`config.mk`:
```
export PLATFORM = sky130hd
export DESIGN_NAME = move_sequencer_flat
export DESIGN_NICKNAME = d
export VERILOG_FILES = /design/src/rtl/move_sequencer_if.sv /design/src/rtl/move_sequencer.sv /design/src/flat_wrapper.sv
export SDC_FILE = /design/constraint.sdc
export NUM_CORES = 1
export LEC_CHECK = 0
export ABC_AREA = 1
export BUFFER_PORTS_ARGS = -buffer_cell sky130_fd_sc_hd__buf_2
export CAP_MARGIN = 10
export CORE_MARGIN = 3
export CORE_UTILIZATION = 30
export CTS_BUF_LIST = sky130_fd_sc_hd__clkbuf_8
export DETAILED_ROUTE_END_ITERATION = 12
export SYNTH_ARGS = -nofsm -noshare
export SYNTH_HDL_FRONTEND = slang
export SYNTH_SLANG_ARGS = --single-unit
```
`constraint.sdc`:
```
create_clock -name clock -period 5.6 [get_ports clock]
set_input_delay 1.12 -clock clock [delete_from_list [all_inputs] [get_ports clock]]
set_output_delay 1.12 -clock clock [all_outputs]
set_load 0.005 [all_outputs]
```
`src/rtl/move_sequencer_if.sv`:
```
// -----------------------------------------------------------------------------
// move_sequencer_if
// Groups the move-loading bus, the run/clear controls, the executor handshake
// and the status flags of move_sequencer.
//
// Signals:
//   load_move[3:0], load_valid, load_ready : move append bus
//   clear, run                             : buffer clear / start execution
//   next_move[3:0], move_start, move_done  : stepper move executor handshake
//   busy, seq_done, moves_executed[7:0]    : run status
//   bad_move, fault                        : sticky error flags
//   dbg_state[2:0]                         : current sequencer FSM state
//   reverse                                : traversal direction, only when
//                                            MOVE_SEQ_INVERSE_EN is defined
//
// Modports:
//   slave  : the sequencer itself
//   master : the environment (upstream loader, executor, controller)
// -----------------------------------------------------------------------------
interface move_sequencer_if;
  logic [3:0] load_move;
  logic       load_valid;
  logic       load_ready;
  logic       clear;
  logic       run;
  logic [3:0] next_move;
  logic       move_start;
  logic       move_done;
  logic       busy;
  logic       seq_done;
  logic [7:0] moves_executed;
  logic       bad_move;
  logic       fault;
  logic [2:0] dbg_state;
`ifdef MOVE_SEQ_INVERSE_EN
  logic       reverse;
`endif

  modport slave (
    input  load_move, load_valid, clear, run, move_done,
`ifdef MOVE_SEQ_INVERSE_EN
    input  reverse,
`endif
    output load_ready, next_move, move_start, busy, seq_done,
    output moves_executed, bad_move, fault, dbg_state
  );

  modport master (
    output load_move, load_valid, clear, run, move_done,
`ifdef MOVE_SEQ_INVERSE_EN
    output reverse,
`endif
    input  load_ready, next_move, move_start, busy, seq_done,
    input  moves_executed, bad_move, fault, dbg_state
  );
endinterface

```
`src/rtl/move_sequencer.sv`:
```
// -----------------------------------------------------------------------------
// move_sequencer
// Buffers a list of 4-bit cube move codes and issues them one at a time to the
// stepper move executor. Each move: latch code on next_move, pulse move_start,
// ignore move_done for BLANK_CYCLES, wait for move_done (with timeout), then
// idle SETTLE_CYCLES before fetching the next code.
//
// Move codes: 2..13 valid (bits [3:1] face R,U,F,L,B,D; bit 0 inverse),
// 15 terminates the sequence, 0/1/14 are skipped and flag bad_move.
//
// Ports:
//   clock  : system clock
//   reset  : synchronous, active-high
//   sif    : move_sequencer_if.slave (load bus, controls, executor handshake,
//            status, debug state)
//
// Load handshake: a move is appended on every clock edge where load_valid and
// load_ready are both high; load_ready is high only in IDLE with free space,
// and load_valid without load_ready is simply dropped.
//
// Optional feature macro: MOVE_SEQ_INVERSE_EN adds sif.reverse, sampled with
// run; when set the buffer is replayed from the last entry down to entry 0
// with bit 0 of every issued code flipped, undoing the stored sequence.
// -----------------------------------------------------------------------------
module move_sequencer #(
  parameter int DEPTH          = 64,
  parameter int BLANK_CYCLES   = 4,
  parameter int SETTLE_CYCLES  = 1000,
  parameter int TIMEOUT_CYCLES = 50_000_000
) (
  input logic             clock,
  input logic             reset,
  move_sequencer_if.slave sif
);

  localparam int AW = $clog2(DEPTH);
  localparam int CW = AW + 1;

  localparam int T_MAX = (TIMEOUT_CYCLES > SETTLE_CYCLES)
    ? ((TIMEOUT_CYCLES > BLANK_CYCLES) ? TIMEOUT_CYCLES : BLANK_CYCLES)
    : ((SETTLE_CYCLES > BLANK_CYCLES) ? SETTLE_CYCLES : BLANK_CYCLES);
  localparam int TW = $clog2(T_MAX + 1);

  // Timer reload values: the counter runs down to zero, so N cycles in a
  // state need a reload of N-1 (zero-length settings degrade to one cycle).
  localparam int BLANK_M1   = (BLANK_CYCLES > 0) ? BLANK_CYCLES - 1 : 0;
  localparam int SETTLE_M1  = (SETTLE_CYCLES > 0) ? SETTLE_CYCLES - 1 : 0;
  localparam int TIMEOUT_M1 = (TIMEOUT_CYCLES > 0) ? TIMEOUT_CYCLES - 1 : 0;

  localparam logic [TW-1:0] BLANK_LD   = TW'(BLANK_M1);
  localparam logic [TW-1:0] SETTLE_LD  = TW'(SETTLE_M1);
  localparam logic [TW-1:0] TIMEOUT_LD = TW'(TIMEOUT_M1);
  localparam logic [TW-1:0] T_ONE      = TW'(1);
  localparam logic [CW-1:0] DEPTH_C    = CW'(DEPTH);
  localparam logic [CW-1:0] C_ONE      = CW'(1);
  localparam logic [3:0]    CODE_NULL  = 4'd15;

  typedef enum logic [2:0] {
    S_IDLE      = 3'd0,
    S_FETCH     = 3'd1,
    S_ISSUE     = 3'd2,
    S_BLANK     = 3'd3,
    S_WAIT_DONE = 3'd4,
    S_SETTLE    = 3'd5,
    S_FINISH    = 3'd6
  } state_e;

  state_e          state_q, state_d;
  logic [CW-1:0]   cnt_q, cnt_d;
  logic [CW-1:0]   idx_q, idx_d;
  logic [TW-1:0]   tmr_q, tmr_d;
  logic [3:0]      next_move_q, next_move_d;
  logic [7:0]      exec_q, exec_d;
  logic            bad_q, bad_d;
  logic            fault_q, fault_d;
  logic            move_start_q;
  logic            busy_q;
  logic            seq_done_q;
  logic            load_ready_q;
  logic [3:0]      mem_q [DEPTH];

  logic            wr_en;
  logic [CW-1:0]   rd_idx;
  logic [3:0]      rd_code;
  logic            code_ok;
  logic [3:0]      issue_code;

`ifdef MOVE_SEQ_INVERSE_EN
  logic            rev_q, rev_d;
`endif

  // load_ready_q already encodes "IDLE and not full".
  assign wr_en = sif.load_valid && load_ready_q;

`ifdef MOVE_SEQ_INVERSE_EN
  // Reverse replay walks cnt-1 .. 0 using the same forward idx.
  assign rd_idx     = rev_q ? (cnt_q - C_ONE - idx_q) : idx_q;
  assign issue_code = rd_code ^ {3'b000, rev_q};
`else
  assign rd_idx     = idx_q;
  assign issue_code = rd_code;
`endif

  assign rd_code = mem_q[rd_idx[AW-1:0]];
  assign code_ok = (rd_code >= 4'd2) && (rd_code <= 4'd13);

  always_ff @(posedge clock) begin
    if (wr_en) begin
      mem_q[cnt_q[AW-1:0]] <= sif.load_move;
    end
  end

  // Next-state and datapath updates.
  always_comb begin
    state_d     = state_q;
    cnt_d       = cnt_q;
    idx_d       = idx_q;
    next_move_d = next_move_q;
    exec_d      = exec_q;
    bad_d       = bad_q;
    fault_d     = fault_q;
`ifdef MOVE_SEQ_INVERSE_EN
    rev_d       = rev_q;
`endif

    case (state_q)
      S_IDLE: begin
        if (sif.clear) begin
          // clear takes priority over run in the same cycle
          cnt_d   = '0;
          bad_d   = 1'b0;
          fault_d = 1'b0;
        end else begin
          if (wr_en) begin
            cnt_d = cnt_q + C_ONE;
          end
          if (sif.run) begin
            idx_d   = '0;
            exec_d  = '0;
`ifdef MOVE_SEQ_INVERSE_EN
            rev_d   = sif.reverse;
`endif
            state_d = (cnt_q == '0) ? S_FINISH : S_FETCH;
          end
        end
      end
      S_FETCH: begin
        if (idx_q == cnt_q || rd_code == CODE_NULL) begin
          state_d = S_FINISH;
        end else if (!code_ok) begin
          bad_d = 1'b1;
          idx_d = idx_q + C_ONE;
        end else begin
          next_move_d = issue_code;
          state_d     = S_ISSUE;
        end
      end
      S_ISSUE: begin
        if (exec_q != 8'hFF) begin
          exec_d = exec_q + 8'd1;
        end
        state_d = S_BLANK;
      end
      S_BLANK: begin
        if (tmr_q == '0) begin
          state_d = S_WAIT_DONE;
        end
      end
      S_WAIT_DONE: begin
        if (sif.move_done) begin
          state_d = S_SETTLE;
        end else if (tmr_q == '0) begin
          fault_d = 1'b1;
          state_d = S_FINISH;
        end
      end
      S_SETTLE: begin
        if (tmr_q == '0) begin
          idx_d   = idx_q + C_ONE;
          state_d = S_FETCH;
        end
      end
      S_FINISH: begin
        next_move_d = CODE_NULL;
        state_d     = S_IDLE;
      end
      default: begin
        state_d = S_IDLE;
      end
    endcase
  end

  // One shared down-counter, reloaded whenever the state changes.
  always_comb begin
    tmr_d = tmr_q;
    if (state_d != state_q) begin
      case (state_d)
        S_BLANK:     tmr_d = BLANK_LD;
        S_WAIT_DONE: tmr_d = TIMEOUT_LD;
        S_SETTLE:    tmr_d = SETTLE_LD;
        default:     tmr_d = '0;
      endcase
    end else if (tmr_q != '0) begin
      tmr_d = tmr_q - T_ONE;
    end
  end

  always_ff @(posedge clock) begin
    if (reset) begin
      state_q      <= S_IDLE;
      cnt_q        <= '0;
      idx_q        <= '0;
      tmr_q        <= '0;
      next_move_q  <= CODE_NULL;
      exec_q       <= '0;
      bad_q        <= 1'b0;
      fault_q      <= 1'b0;
      move_start_q <= 1'b0;
      busy_q       <= 1'b0;
      seq_done_q   <= 1'b0;
      load_ready_q <= 1'b1;
`ifdef MOVE_SEQ_INVERSE_EN
      rev_q        <= 1'b0;
`endif
    end else begin
      state_q      <= state_d;
      cnt_q        <= cnt_d;
      idx_q        <= idx_d;
      tmr_q        <= tmr_d;
      next_move_q  <= next_move_d;
      exec_q       <= exec_d;
      bad_q        <= bad_d;
      fault_q      <= fault_d;
      // Status flags are registered from the next state so they line up
      // with the state they describe.
      move_start_q <= (state_d == S_ISSUE);
      busy_q       <= (state_d != S_IDLE);
      seq_done_q   <= (state_d == S_FINISH);
      load_ready_q <= (state_d == S_IDLE) && (cnt_d < DEPTH_C);
`ifdef MOVE_SEQ_INVERSE_EN
      rev_q        <= rev_d;
`endif
    end
  end

  assign sif.load_ready     = load_ready_q;
  assign sif.next_move      = next_move_q;
  assign sif.move_start     = move_start_q;
  assign sif.busy           = busy_q;
  assign sif.seq_done       = seq_done_q;
  assign sif.moves_executed = exec_q;
  assign sif.bad_move       = bad_q;
  assign sif.fault          = fault_q;
  assign sif.dbg_state      = state_q;

endmodule

```
`src/flat_wrapper.sv`:
```
// flat-port wrapper written by rule: the top's interface ports become plain ports
module move_sequencer_flat 
#(
  parameter int DEPTH          = 64,
  parameter int BLANK_CYCLES   = 4,
  parameter int SETTLE_CYCLES  = 1000,
  parameter int TIMEOUT_CYCLES = 50_000_000
)
  (clock, reset, sif_load_move, sif_load_valid, sif_clear, sif_run, sif_move_done, sif_load_ready, sif_next_move, sif_move_start, sif_busy, sif_seq_done, sif_moves_executed, sif_bad_move, sif_fault, sif_dbg_state);
  move_sequencer_if sif_i ();
  input logic clock;
  input logic reset;
  input wire logic [$bits(sif_i.load_move)-1:0] sif_load_move;
  input wire logic [$bits(sif_i.load_valid)-1:0] sif_load_valid;
  input wire logic [$bits(sif_i.clear)-1:0] sif_clear;
  input wire logic [$bits(sif_i.run)-1:0] sif_run;
  input wire logic [$bits(sif_i.move_done)-1:0] sif_move_done;
  output wire logic [$bits(sif_i.load_ready)-1:0] sif_load_ready;
  output wire logic [$bits(sif_i.next_move)-1:0] sif_next_move;
  output wire logic [$bits(sif_i.move_start)-1:0] sif_move_start;
  output wire logic [$bits(sif_i.busy)-1:0] sif_busy;
  output wire logic [$bits(sif_i.seq_done)-1:0] sif_seq_done;
  output wire logic [$bits(sif_i.moves_executed)-1:0] sif_moves_executed;
  output wire logic [$bits(sif_i.bad_move)-1:0] sif_bad_move;
  output wire logic [$bits(sif_i.fault)-1:0] sif_fault;
  output wire logic [$bits(sif_i.dbg_state)-1:0] sif_dbg_state;
  assign sif_i.load_move = sif_load_move;
  assign sif_i.load_valid = sif_load_valid;
  assign sif_i.clear = sif_clear;
  assign sif_i.run = sif_run;
  assign sif_i.move_done = sif_move_done;
  assign sif_load_ready = sif_i.load_ready;
  assign sif_next_move = sif_i.next_move;
  assign sif_move_start = sif_i.move_start;
  assign sif_busy = sif_i.busy;
  assign sif_seq_done = sif_i.seq_done;
  assign sif_moves_executed = sif_i.moves_executed;
  assign sif_bad_move = sif_i.bad_move;
  assign sif_fault = sif_i.fault;
  assign sif_dbg_state = sif_i.dbg_state;
  move_sequencer #(.DEPTH(DEPTH), .BLANK_CYCLES(BLANK_CYCLES), .SETTLE_CYCLES(SETTLE_CYCLES), .TIMEOUT_CYCLES(TIMEOUT_CYCLES)) u_core (.clock(clock), .reset(reset), .sif(sif_i));
endmodule
```
==> impl_metrics.tcl <==
set metrics [dict create \
    cts_setup_buffers 0 \
    powerDensity_nw_per_um2 460 \
    startpoint_type "register" \
    ys.flop_type "edfxtp_1" \
    vias 10200 \
    reg2reg_slack_ps 1580 \
    fin_total_pwr_mw 7.32 \
    path_clk_slew_ps 60 \
    antenna_found_initial 0 \
    p_switching_mw 2.70 \
    seq_power_share_pct 39.2 \
    min_from "u_core.sif.fault" \
    synthTopCellsByCount "nand2_1 (445), edfxtp_1 (256), nand3_1 (248)" \
    setup_viol 0 \
    netlist_instances 1457 \
    coreArea_um2 46700 \
    finalHoldWorstSlack_ps 470 \
    syn_to_final_growth_pct 12.0 \
    ctsHoldBuffers 0 \
    grt_overflow_total 0 \
    hold_class "reg2reg" \
    sw_frac_of_total_pct 36.9 \
    slowest_stage "buf_4" \
    synth_edf_count 256 \
    die_y_um 224 \
    cts_resized 0 \
    cts_root_buffer "clkbuf_8" \
    critPathArrivalTime_ps 4510 \
    rr_endpoint "u_core.tmr_q[12]" \
    insertion_delay_ps 650 \
    yosysSeqAreaShare_pct 63.5 \
    wl_mm 34.7 \
    cts.path.max_buffers 3 \
    diodes 0 \
    crit_required_ps 6090 \
    p_leak_nw 5.95 \
    ys_warn_count 0 \
    yosysUniqueCellTypes 41 \
    pwr-share-clk_pct 28.0 \
    gp_congestion 0.789 \
    max_stage_delay_ps 670 \
    cap_violations 0 \
    cts_tree "yes" \
    start_util_pct 30.5 \
    synth.avg_cell_area_um2 9.75 \
    slew_headroom_pct 18.4 \
    ant_nets 0 \
    viasPerCell 4.77 \
    finalHoldViolations 0 \
    htreeDepth 2 \
    pwr-share-comb_pct 32.8 \
    hold_depth 2 \
    wire_per_inst_um 16.2 \
    critPathKind "reg2reg" \
    synth_top_area_cell "edfxtp_1" \
    first_pass_iters 5 \
    setup.worst_path.end_class "register" \
    power.internal_mw 4.62 \
    grt_first_pass_wirelength_mm 54.9 \
    synth_area_leaders "edfxtp_1 (54%), nand2_1 (12%), dfxtp_1 (9.4%)" \
    dp_cells 2039 \
    track_usage_pct 13.8 \
    ys_ff_latch 323 \
    drv_slew 0 \
    r2r_cells 19 \
    syn_area_um2 14200 \
    min_period_ps 4020 \
    dp_hpwl_mm 20.6 \
    whs_endpoint "u_core.sif.fault" \
    worst_pin_slew_ps 1220 \
    layout.nets 1504 \
    io_buffers 30 \
    rows 79 \
    ios 31 \
    cts_buffers 53 \
    path_cells "buf_4, buf_4, nand2_1, nand3_1, nand3_1, nand2_1, nand2_1, nand3_1, nand3_1, nand2_1, nand3_1, nand3_1, nand3_2, nand2_1, nand3_2, nor2_8, nand2_4, nand2_1, nor2_1" \
    cp_max_fo 65 \
    period_share_pct 71.8 \
    drc 0 \
    rsz0062_at_grt "no" \
    status "finished, final reports clean" \
    clkSinkCount 323 \
    dieArea_um2 50000 \
    fin_skew_ps 38.4 \
    synth_nets 1473 \
    yosys.cell_count.top_type "nand2_1" \
    ir_drop_mv 0.415 \
    finalSetupTns_ps 0 \
    grt_pass1_vias 10200 \
    fin_cells 2140 \
    drt_iter0_drc 864 \
    die_x_um 224 \
    async_flop_share_pct 0 \
    drive_above_1_share_pct 8.55 \
    yosysTopAreaCellShare_pct 54.1 \
    grt_max_degree 66 \
    fmax_mhz 249 \
]
==> layer usage <==
metal  vias up  GRT usage, %  part of all wire [%]
li1       5028             -                     -
met1      4821          18.6                    45
met2       292          22.4                    46
met3        75          2.45                   6.0
met4         0          5.06                   2.9
met5         -             0                     0
==> critical path: cells and delay by family, from the launching register on <==
kind / cells / cell delay (ps)
flip-flops: 1 / 340
buffers and inverters: 2 / 1200
AND/OR/NAND/NOR: 17 / 2280
==> final cells by class <==
type	count	area [µm²]
inverter	72	272
sequential	323	9030
clock inverter	43	277
fill	4808	30700
clock buffer	57	785
timing repair buffer	41	258
tap	607	759
multi-input combinational	997	4520
==> flip-flops by register name (all words and copies together) (netlist names), named ones only <==
name / count
u_core.cnt_q: 7
u_core.idx_q: 7
u_core.mem_q: 256
u_core.sif.bad_move: 1
u_core.sif.busy: 1
u_core.sif.dbg_state: 3
u_core.sif.fault: 1
u_core.sif.load_ready: 1
u_core.sif.move_start: 1
u_core.sif.moves_executed: 8
u_core.sif.next_move: 4
u_core.sif.seq_done: 1
u_core.tmr_q: 26
==> cell families after synthesis <==
| group | share of synthesized area, % |
|---|---|
| AO/OA/AOI/OAI | 2.47 |
| XOR/XNOR | 1.60 |
| buffers and inverters | 4.61 |
| AND/OR/NAND/NOR | 27.2 |
| flip-flops | 63.5 |
| adder cells (fa/ha/maj) | 0.528 |
==> cells in the final DEF (no fill, tap or decap), drive strengths merged <==
| cell | count |
|---|---|
| xor2 | 14 |
| inv | 84 |
| clkbuf | 57 |
| a221oi | 1 |
| nor3b | 3 |
| nor4 | 11 |
| clkinvlp | 1 |
| clkinv | 27 |
| edfxtp | 256 |
| a21oi | 23 |
| bufinv | 3 |
| nor3 | 15 |
| o221ai | 2 |
| dfxtp | 67 |
| o21a | 1 |
| ha | 6 |
| o21ai | 27 |
| or2 | 3 |
| a211oi | 4 |
| xnor2 | 12 |
| nand2 | 448 |
| a22oi | 1 |
| o31ai | 1 |
| nand3 | 251 |
| a21boi | 1 |
| a31oi | 1 |
| o41ai | 1 |
| buf | 41 |
| nand4 | 14 |
| nor2 | 157 |
==> through the flow <==
step,worst slack (ps),util (%),instance area (µm²)
final,1580,34.1,15900
after global routing,1130,34.1,15900
after CTS,1580,34.1,15900
after detailed placement,1580,31.8,14800
after global placement,1660,31.8,14800
after floorplan,3100,-,14200
==> power by group through the flow <==
| stage | Combinational [mW] | Clock (mW) | Sequential [mW] |
|---|---|---|---|
| final | 2.40 | 2.05 | 2.87 |
| after global routing | 2.73 | 2.21 | 2.88 |
| after CTS | 2.40 | 2.11 | 2.86 |
| after detailed placement | 2.38 | 0 | 2.91 |
| after global placement | 2.35 | 0 | 2.91 |
| after floorplan | 1.97 | 0 | 2.87 |
==> worst max-delay path by stage <==
| stage | end | slack [ps] | cells past startpoint |
|---|---|---|---|
| 2_1_floorplan | u_core.tmr_q[7] | 3100 | 12 |
| 3_3_place_gp | u_core.tmr_q[17] | 1660 | 19 |
| 3_5_place_dp | u_core.tmr_q[12] | 1580 | 19 |
| 4_1_cts | u_core.tmr_q[12] | 1580 | 19 |
| 5_1_grt | u_core.tmr_q[24] | 1130 | 21 |
| 6_report | u_core.tmr_q[12] | 1580 | 19 |
(Power assumes the default switching activity.)
